$ cat src/rtl/mem_port_arbiter.sv
// rtl/mem_port_arbiter.sv - two-requester (fetch/mem) arbiter sharing one RAM port
// Sequences IDLE -> ISSUE -> WAIT -> ACK with four-phase req/ack on each requester.
module mem_port_arbiter #(
    parameter int          PRIO_MODE  = 1,
    parameter int          TIMEOUT    = 16,
    parameter logic [31:0] RESET_DATA = 32'h0000_0000
) (
    input  logic        M_CLK,
    input  logic        Z_R,
    input  logic        i_R,
    output logic        i_A,
    input  logic [31:0] i_ADDR,
    output logic [31:0] i_RD_DATA,
    input  logic        d_R,
    output logic        d_A,
    input  logic [31:0] d_ADDR,
    input  logic [31:0] d_WR_DATA,
    input  logic        d_WE,
    output logic [31:0] d_RD_DATA,
    output logic [31:0] M_ADDR,
    output logic        M_WE,
    output logic [31:0] M_WR_DATA,
    input  logic [31:0] M_RD_DATA,
    input  logic        M_RD_VALID,
    output logic        GRANT,
    output logic        ERR
);

    localparam int CW = $clog2(TIMEOUT + 1);

    typedef enum logic [1:0] {
        S_IDLE,
        S_ISSUE,
        S_WAIT,
        S_ACK
    } state_t;

    state_t        state_q, state_d;
    logic          last_q, last_d;
    logic [CW-1:0] cnt_q, cnt_d;
    logic          grant_q, grant_d;
    logic [31:0]   m_addr_q, m_addr_d;
    logic          m_we_q, m_we_d;
    logic [31:0]   m_wr_data_q, m_wr_data_d;
    logic          i_a_q, i_a_d;
    logic          d_a_q, d_a_d;
    logic [31:0]   i_rd_data_q, i_rd_data_d;
    logic [31:0]   d_rd_data_q, d_rd_data_d;
    logic          err_q, err_d;

    logic          pick_d;
    logic          done;
    logic [31:0]   done_data;

    always_comb begin
        state_d     = state_q;
        last_d      = last_q;
        cnt_d       = cnt_q;
        grant_d     = grant_q;
        m_addr_d    = m_addr_q;
        m_we_d      = m_we_q;
        m_wr_data_d = m_wr_data_q;
        i_a_d       = i_a_q;
        d_a_d       = d_a_q;
        i_rd_data_d = i_rd_data_q;
        d_rd_data_d = d_rd_data_q;
        err_d       = err_q;
        pick_d      = 1'b0;
        done        = 1'b0;
        done_data   = RESET_DATA;

        case (state_q)
            S_IDLE: begin
                m_we_d = 1'b0;
                // D wins when alone, under fixed priority, or when I was served last
                pick_d = d_R && (!i_R || (PRIO_MODE == 0) || !last_q);
                if (i_R || d_R) begin
                    grant_d  = pick_d;
                    m_addr_d = pick_d ? d_ADDR : i_ADDR;
                    if (pick_d) begin
                        m_we_d      = d_WE;
                        m_wr_data_d = d_WR_DATA;
                    end
                    state_d = S_ISSUE;
                end
            end
            S_ISSUE: begin
                m_we_d  = 1'b0;
                cnt_d   = '0;
                state_d = S_WAIT;
            end
            S_WAIT: begin
                if (M_RD_VALID) begin
                    done      = 1'b1;
                    done_data = M_RD_DATA;
                end else if (cnt_q == CW'(TIMEOUT - 1)) begin
                    done      = 1'b1;
                    done_data = RESET_DATA;
                    err_d     = 1'b1;
                end else begin
                    cnt_d = cnt_q + CW'(1);
                end
                if (done) begin
                    if (grant_q) begin
                        d_a_d       = 1'b1;
                        d_rd_data_d = done_data;
                    end else begin
                        i_a_d       = 1'b1;
                        i_rd_data_d = done_data;
                    end
                    state_d = S_ACK;
                end
            end
            S_ACK: begin
                if (grant_q ? !d_R : !i_R) begin
                    i_a_d   = 1'b0;
                    d_a_d   = 1'b0;
                    last_d  = grant_q;
                    state_d = S_IDLE;
                end
            end
            default: state_d = S_IDLE;
        endcase
    end

    always_ff @(posedge M_CLK) begin
        if (Z_R) begin
            state_q     <= S_IDLE;
            last_q      <= 1'b0;
            cnt_q       <= '0;
            grant_q     <= 1'b0;
            m_addr_q    <= '0;
            m_we_q      <= 1'b0;
            m_wr_data_q <= '0;
            i_a_q       <= 1'b0;
            d_a_q       <= 1'b0;
            i_rd_data_q <= '0;
            d_rd_data_q <= '0;
            err_q       <= 1'b0;
        end else begin
            state_q     <= state_d;
            last_q      <= last_d;
            cnt_q       <= cnt_d;
            grant_q     <= grant_d;
            m_addr_q    <= m_addr_d;
            m_we_q      <= m_we_d;
            m_wr_data_q <= m_wr_data_d;
            i_a_q       <= i_a_d;
            d_a_q       <= d_a_d;
            i_rd_data_q <= i_rd_data_d;
            d_rd_data_q <= d_rd_data_d;
            err_q       <= err_d;
        end
    end

    assign i_A       = i_a_q;
    assign d_A       = d_a_q;
    assign i_RD_DATA = i_rd_data_q;
    assign d_RD_DATA = d_rd_data_q;
    assign M_ADDR    = m_addr_q;
    assign M_WE      = m_we_q;
    assign M_WR_DATA = m_wr_data_q;
    assign GRANT     = grant_q;
    assign ERR       = err_q;

endmodule

$ cat config.mk
export PLATFORM = sky130hd
export DESIGN_NAME = mem_port_arbiter
export DESIGN_NICKNAME = d
export VERILOG_FILES = /design/src/rtl/mem_port_arbiter.sv
export SDC_FILE = /design/constraint.sdc
export NUM_CORES = 1
export LEC_CHECK = 0
export BUFFER_PORTS_ARGS = -buffer_cell sky130_fd_sc_hd__buf_2
export CORE_MARGIN = 2
export CORE_UTILIZATION = 41
export CTS_CLUSTER_DIAMETER = 200
export DETAILED_ROUTE_END_ITERATION = 8
export HOLD_SLACK_MARGIN = 0.12
export MAX_ROUTING_LAYER = met4
export PLACE_DENSITY = 0.73
export SETUP_SLACK_MARGIN = 0.15
export SYNTH_ARGS = -nofsm -noshare
export SYNTH_HDL_FRONTEND = slang
export SYNTH_SLANG_ARGS = --single-unit
export TNS_END_PERCENT = 30
$ cat constraint.sdc
create_clock -name M_CLK -period 2.7 [get_ports M_CLK]
set_input_delay 0.27 -clock M_CLK [delete_from_list [all_inputs] [get_ports M_CLK]]
set_output_delay 0.27 -clock M_CLK [all_outputs]
set_load 0.05 [all_outputs]
Word-level counts from Yosys, hierarchy flattened
Index checks and enable logic that the tools add are counted.
{"block": "classes", "addsub": 1, "n_eq_ne": 11, "muxes": 23, "n_bitwise": 2, "reduce_logical": 20}
{"operator": "$mux 32", "n": 2}
{"operator": "$reduce_and 3->1", "n": 6}
{"operator": "$ne 2x2->1 const B", "n": 7}
{"operator": "$mux 1", "n": 11}
{"operator": "$mux 5", "n": 2}
{"operator": "$pmux 5 s2", "n": 1}
{"operator": "$pmux 2 s4", "n": 1}
{"operator": "$reduce_and 4->1", "n": 2}
{"operator": "$mux 2", "n": 3}
{"operator": "$pmux 1 s2", "n": 3}
{"operator": "$reduce_bool 2->1", "n": 3}
{"operator": "$add 5x1->5 const B", "n": 1}
{"operator": "$eq 5x4->1 const B", "n": 1}
{"operator": "$eq 2x2->1 const B", "n": 2}
{"operator": "$reduce_and 2->1", "n": 2}
{"operator": "$logic_not 1->1", "n": 3}
{"operator": "$eq 2x1->1 const B", "n": 1}
{"operator": "$logic_not 2->1", "n": 1}
{"operator": "$logic_or 1x1->1", "n": 2}
{"operator": "$not 1->1", "n": 2}
{"operator": "$logic_and 1x1->1", "n": 1}
{"block": "word_totals", "ff_bits": 141, "in_bits": 134, "wordCells": 69}

Logic depth before layout (Yosys ltp)
{"block": "logic_depth", "depth_word": 6, "mapped_depth": 8, "ltp_nobuf": 6}

Least setup slack after synthesis
Ideal clock, no wire load.
{"block": "synth_path", "path_type": "register -> register", "start": "reg cnt_q[0]", "end": "reg cnt_q[3]", "setup_ns": 0.070, "arrival_time_ns": 1.827, "required_ns": 2.630, "setup_slack_ns": 0.803, "stages_incl_launch_ff": 8, "cell_sequence": "dfxtp_1 ha_1 and3_1 ha_1 or3b_1 buf_2 or3_1 a21oi_1"}
{"block": "synth_between", "elab_chain_len": 4, "word_cells_on_any_way": 7}
{"item": "start: declaration", "line": "40", "source": "logic [CW-1:0] cnt_q, cnt_d;"}
{"item": "start signal: assignment", "line": "143", "source": "cnt_q <= cnt_d;"}
{"item": "$add 5x1->5", "line": "101", "source": "cnt_d = cnt_q + CW'(1);"}
{"item": "$mux 5", "line": "96", "source": "end else if (cnt_q == CW'(TIMEOUT - 1)) begin"}
{"item": "$mux 5", "line": "93", "source": "if (M_RD_VALID) begin"}
{"item": "$pmux 5 s2", "line": "72", "source": "case (state_q)"}
Several ways; a longest one is shown, not always the timed one. The select of a mux whose other input is x is not followed.
A chain may end at the register's enable or synchronous reset.

Worst setup path after layout
{"block": "layout_path", "start": "reg state_q[0]", "end": "reg m_addr_q[30], in the netlist M_ADDR[30]"}
{"block": "layout_between", "elab_chain_len": 2}
{"item": "start: declaration", "line": "38", "source": "state_t state_q, state_d;"}
{"item": "start signal: assignment", "line": "141", "source": "state_q <= state_d;"}
{"item": "$logic_not 2->1", "line": "72"}
{"item": "$reduce_and 2->1 (no source line)"}
{"item": "end signal: assignment", "line": "145", "source": "m_addr_q <= m_addr_d;"}
{"item": "end: declaration", "line": "42", "source": "logic [31:0] m_addr_q, m_addr_d;"}
Every way passes these cells.

==> run summary <==
I/O pin cnt = 267
Pwr Density = 892 mW/mm^2
Final GP Congestion = 0.840
CTS tree = yes
start of the worst register-to-register path = state_q[0]
Core Area = 0.0131 sq mm
async set-reset flop share out of synthesis = 0%
Worst Tran Pin Value = 0.718 ns
end of the worst register-to-register path = M_ADDR[30]
Final setup viols = 0
first-pass GRT wire length = 29200 um
post-route setup slack = 0.361 ns
dpl cell area = 0.00692 sq mm
Tcrit/Tclk final = 86.6%
Detailed Route Iter0 Violations = 618
Startpoint Class = flop
CP arrival = 2.70 ns
most common cell after layout, fill and taps aside = buf_2
Critical Path RT = 3.06 ns
mapped cell area = 0.00545 sq mm
Mapped Nets = 798
hold path depth = 3
multi-input logic area = 0.00236 sq mm
Post-synth EDFFs = 0
pre-CTS WS = 0.672 ns
post-DP HPWL = 11000 um
Worst VDD drop = 0.000456 V
Worst Reg2Reg Path Length in Cells = 7
reg-to-reg slack, setup = 0.36 ns
Root Driver = clkbuf_16
Yosys Warn Count = 0
row count = 42
Final Total Pwr = 0.00769 W
grt ovf = 0
Rel. slew slack = 52.2%
Final Hold Viols = 0
RSZ-0062 raised after global routing = no
GRT Overall Usage = 26.1%
most frequent cells in the layout = buf_2, dfxtp_1, dlygate4sd3_1
# nets final = 1146
ant diodes = 0
Final TNS setup = 0 ns
DRT Pass-1 Iters = 8
IO buf count = 266
Hold Startpoint = d_ADDR[15]
Skew-Pair Late Insertion Delay = 0.42 ns
CTS clk-pin slew, worst paths = 0.06 ns
Hold Path End = M_ADDR[15]
worst hold path type = in2reg
vias in the first global route = 5958
leakage dissipation = 3.91 nW
Sink Count = 141
DRC Markers = 0
Avg Cell Area, Syn = 8.28 sq um
Clock Path Buffers = 2
crit path kind = reg2reg
Max Slew Vio Count = 0
run status = completed
Final Skew = 0.00571 ns
H-tree depth = 4
CP Max Fanout = 25
die height = 119 um
Final Instance Area = 0.00862 sq mm
fill count = 1079
sequential cell area = 0.00282 sq mm
layout cell share with drive strength beyond 1 = 31.0%
critical path endpoint category = flop
Wirelength per Cell = 15.3 um
Vias/cell = 5.20
Num CTS Buffers = 17
Tmin final = 2.34 ns
Cells after Synth = 658
post-route ant nets = 0
sequential area share after synthesis = 51.8%
fmax = 428 MHz
synthesized flop and latch total = 141
DR vias = 6210
most common flop cell mapped by yosys = dfxtp_1
Chip Width = 119 um
Area Growth Syn to Fin = 58.2%
initial antenna violation count = 0
WL final = 18200 um
Starting Density = 41.5%
die area = 0.0142 sq mm
max_cap viols = 0
pin count of the biggest net entering global routing = 66
Netlist cell types = 32
[cells in the mapped netlist (6+ instances only)]
cell / count / share of area (%)
a311oi_1: 34 / 5.5
dfxtp_1: 141 / 52
buf_2: 10 / 0.92
ha_1: 6 / 1.4
nor2_1: 67 / 4.6
nand3_1: 36 / 3.3
o21ai_0: 69 / 6.3
inv_1: 9 / 0.62
clkbuf_1: 46 / 3.2
a21oi_1: 72 / 6.6
buf_1: 6 / 0.41
a22oi_1: 32 / 4.4
nand2_1: 99 / 6.8
nand2b_1: 7 / 0.80
[per-stage QoR]
stage	std cells	util [%]	hold slack (ns)
2_1_floorplan	658	-	0.406
3_3_place_gp	1052	52.7	0.457
3_5_place_dp	1052	52.7	0.462
4_1_cts	1195	65.6	0.121
5_1_grt	1195	65.6	0.126
6_report	1195	65.6	0.138
[metal layers]
| metal | vias up | global-route usage (%) | share of wire [%] |
|---|---|---|---|
| met1 | 2864 | 30.6 | 41 |
| li1 | 3004 | - | - |
| met3 | 43 | 6.47 | 7.4 |
| met5 | - | - | 0 |
| met4 | 0 | 10.0 | 2.6 |
| met2 | 299 | 43.4 | 49 |
[kinds of logic (layout without fill, tap and decap cells)]
logic type	count (synthesis)	count (layout)	share of synthesized area (%)
and+or+nand+nor	219	219	16.8
AOI/OAI and AO/OA	218	218	24.4
DFF	141	141	51.8
buffers and inverters	72	433	5.26
adders and majority gates	6	6	1.38
muxes	2	2	0.390
[where the power goes]
part           total [W]  switching (W)  internal [W]
sequential       0.00255       0.000158       0.00239
clock            0.00230       0.000868       0.00143
combinational    0.00284        0.00200      0.000840
total            0.00769        0.00303       0.00466
[state kept, by name, indices dropped and copies added, names as in the netlist]
register and flops:
cnt_q 5, i_A 1, M_WE 1, d_RD_DATA 32, i_RD_DATA 32, M_ADDR 32
state_q 2, M_WR_DATA 32, ERR 1, GRANT 1, last_q 1, d_A 1
[layout make-up]
type,instances,area share (%)
inverters,9,0.392
flip-flops and latches,141,32.7
clock buffers,22,5.50
repair buffers,392,30.1
multi-input cells,445,27.4
clock inverters,10,1.31
well taps,176,2.55
[worst max-delay path, cell delays in order, from the launching register on]
cell and delay [ns]:
dfxtp_1 0.33, inv_1 0.10, ha_1 0.28, o21a_4 0.29, buf_4 0.31, nor2_1 0.09, a311oi_1 0.29, dlygate4sd3_1 0.59
[repair_timing]
item	CTS	global route
endpoints found under the setup margin	0	7
setup buffers	0	0
resized for setup	0	1
endpoints found under the hold margin	112	0
hold buffers	111	0
[how the worst max path moves through the flow]
stage,from,to,depth (start not counted)
6_report,state_q[0],M_ADDR[30],7
5_1_grt,state_q[0],M_ADDR[22],7
4_1_cts,state_q[0],M_ADDR[19],7
3_5_place_dp,cnt_q[0],state_q[1],6
3_3_place_gp,cnt_q[0],i_A,6
2_1_floorplan,cnt_q[0],cnt_q[3],7
(Power assumes the default switching activity.)
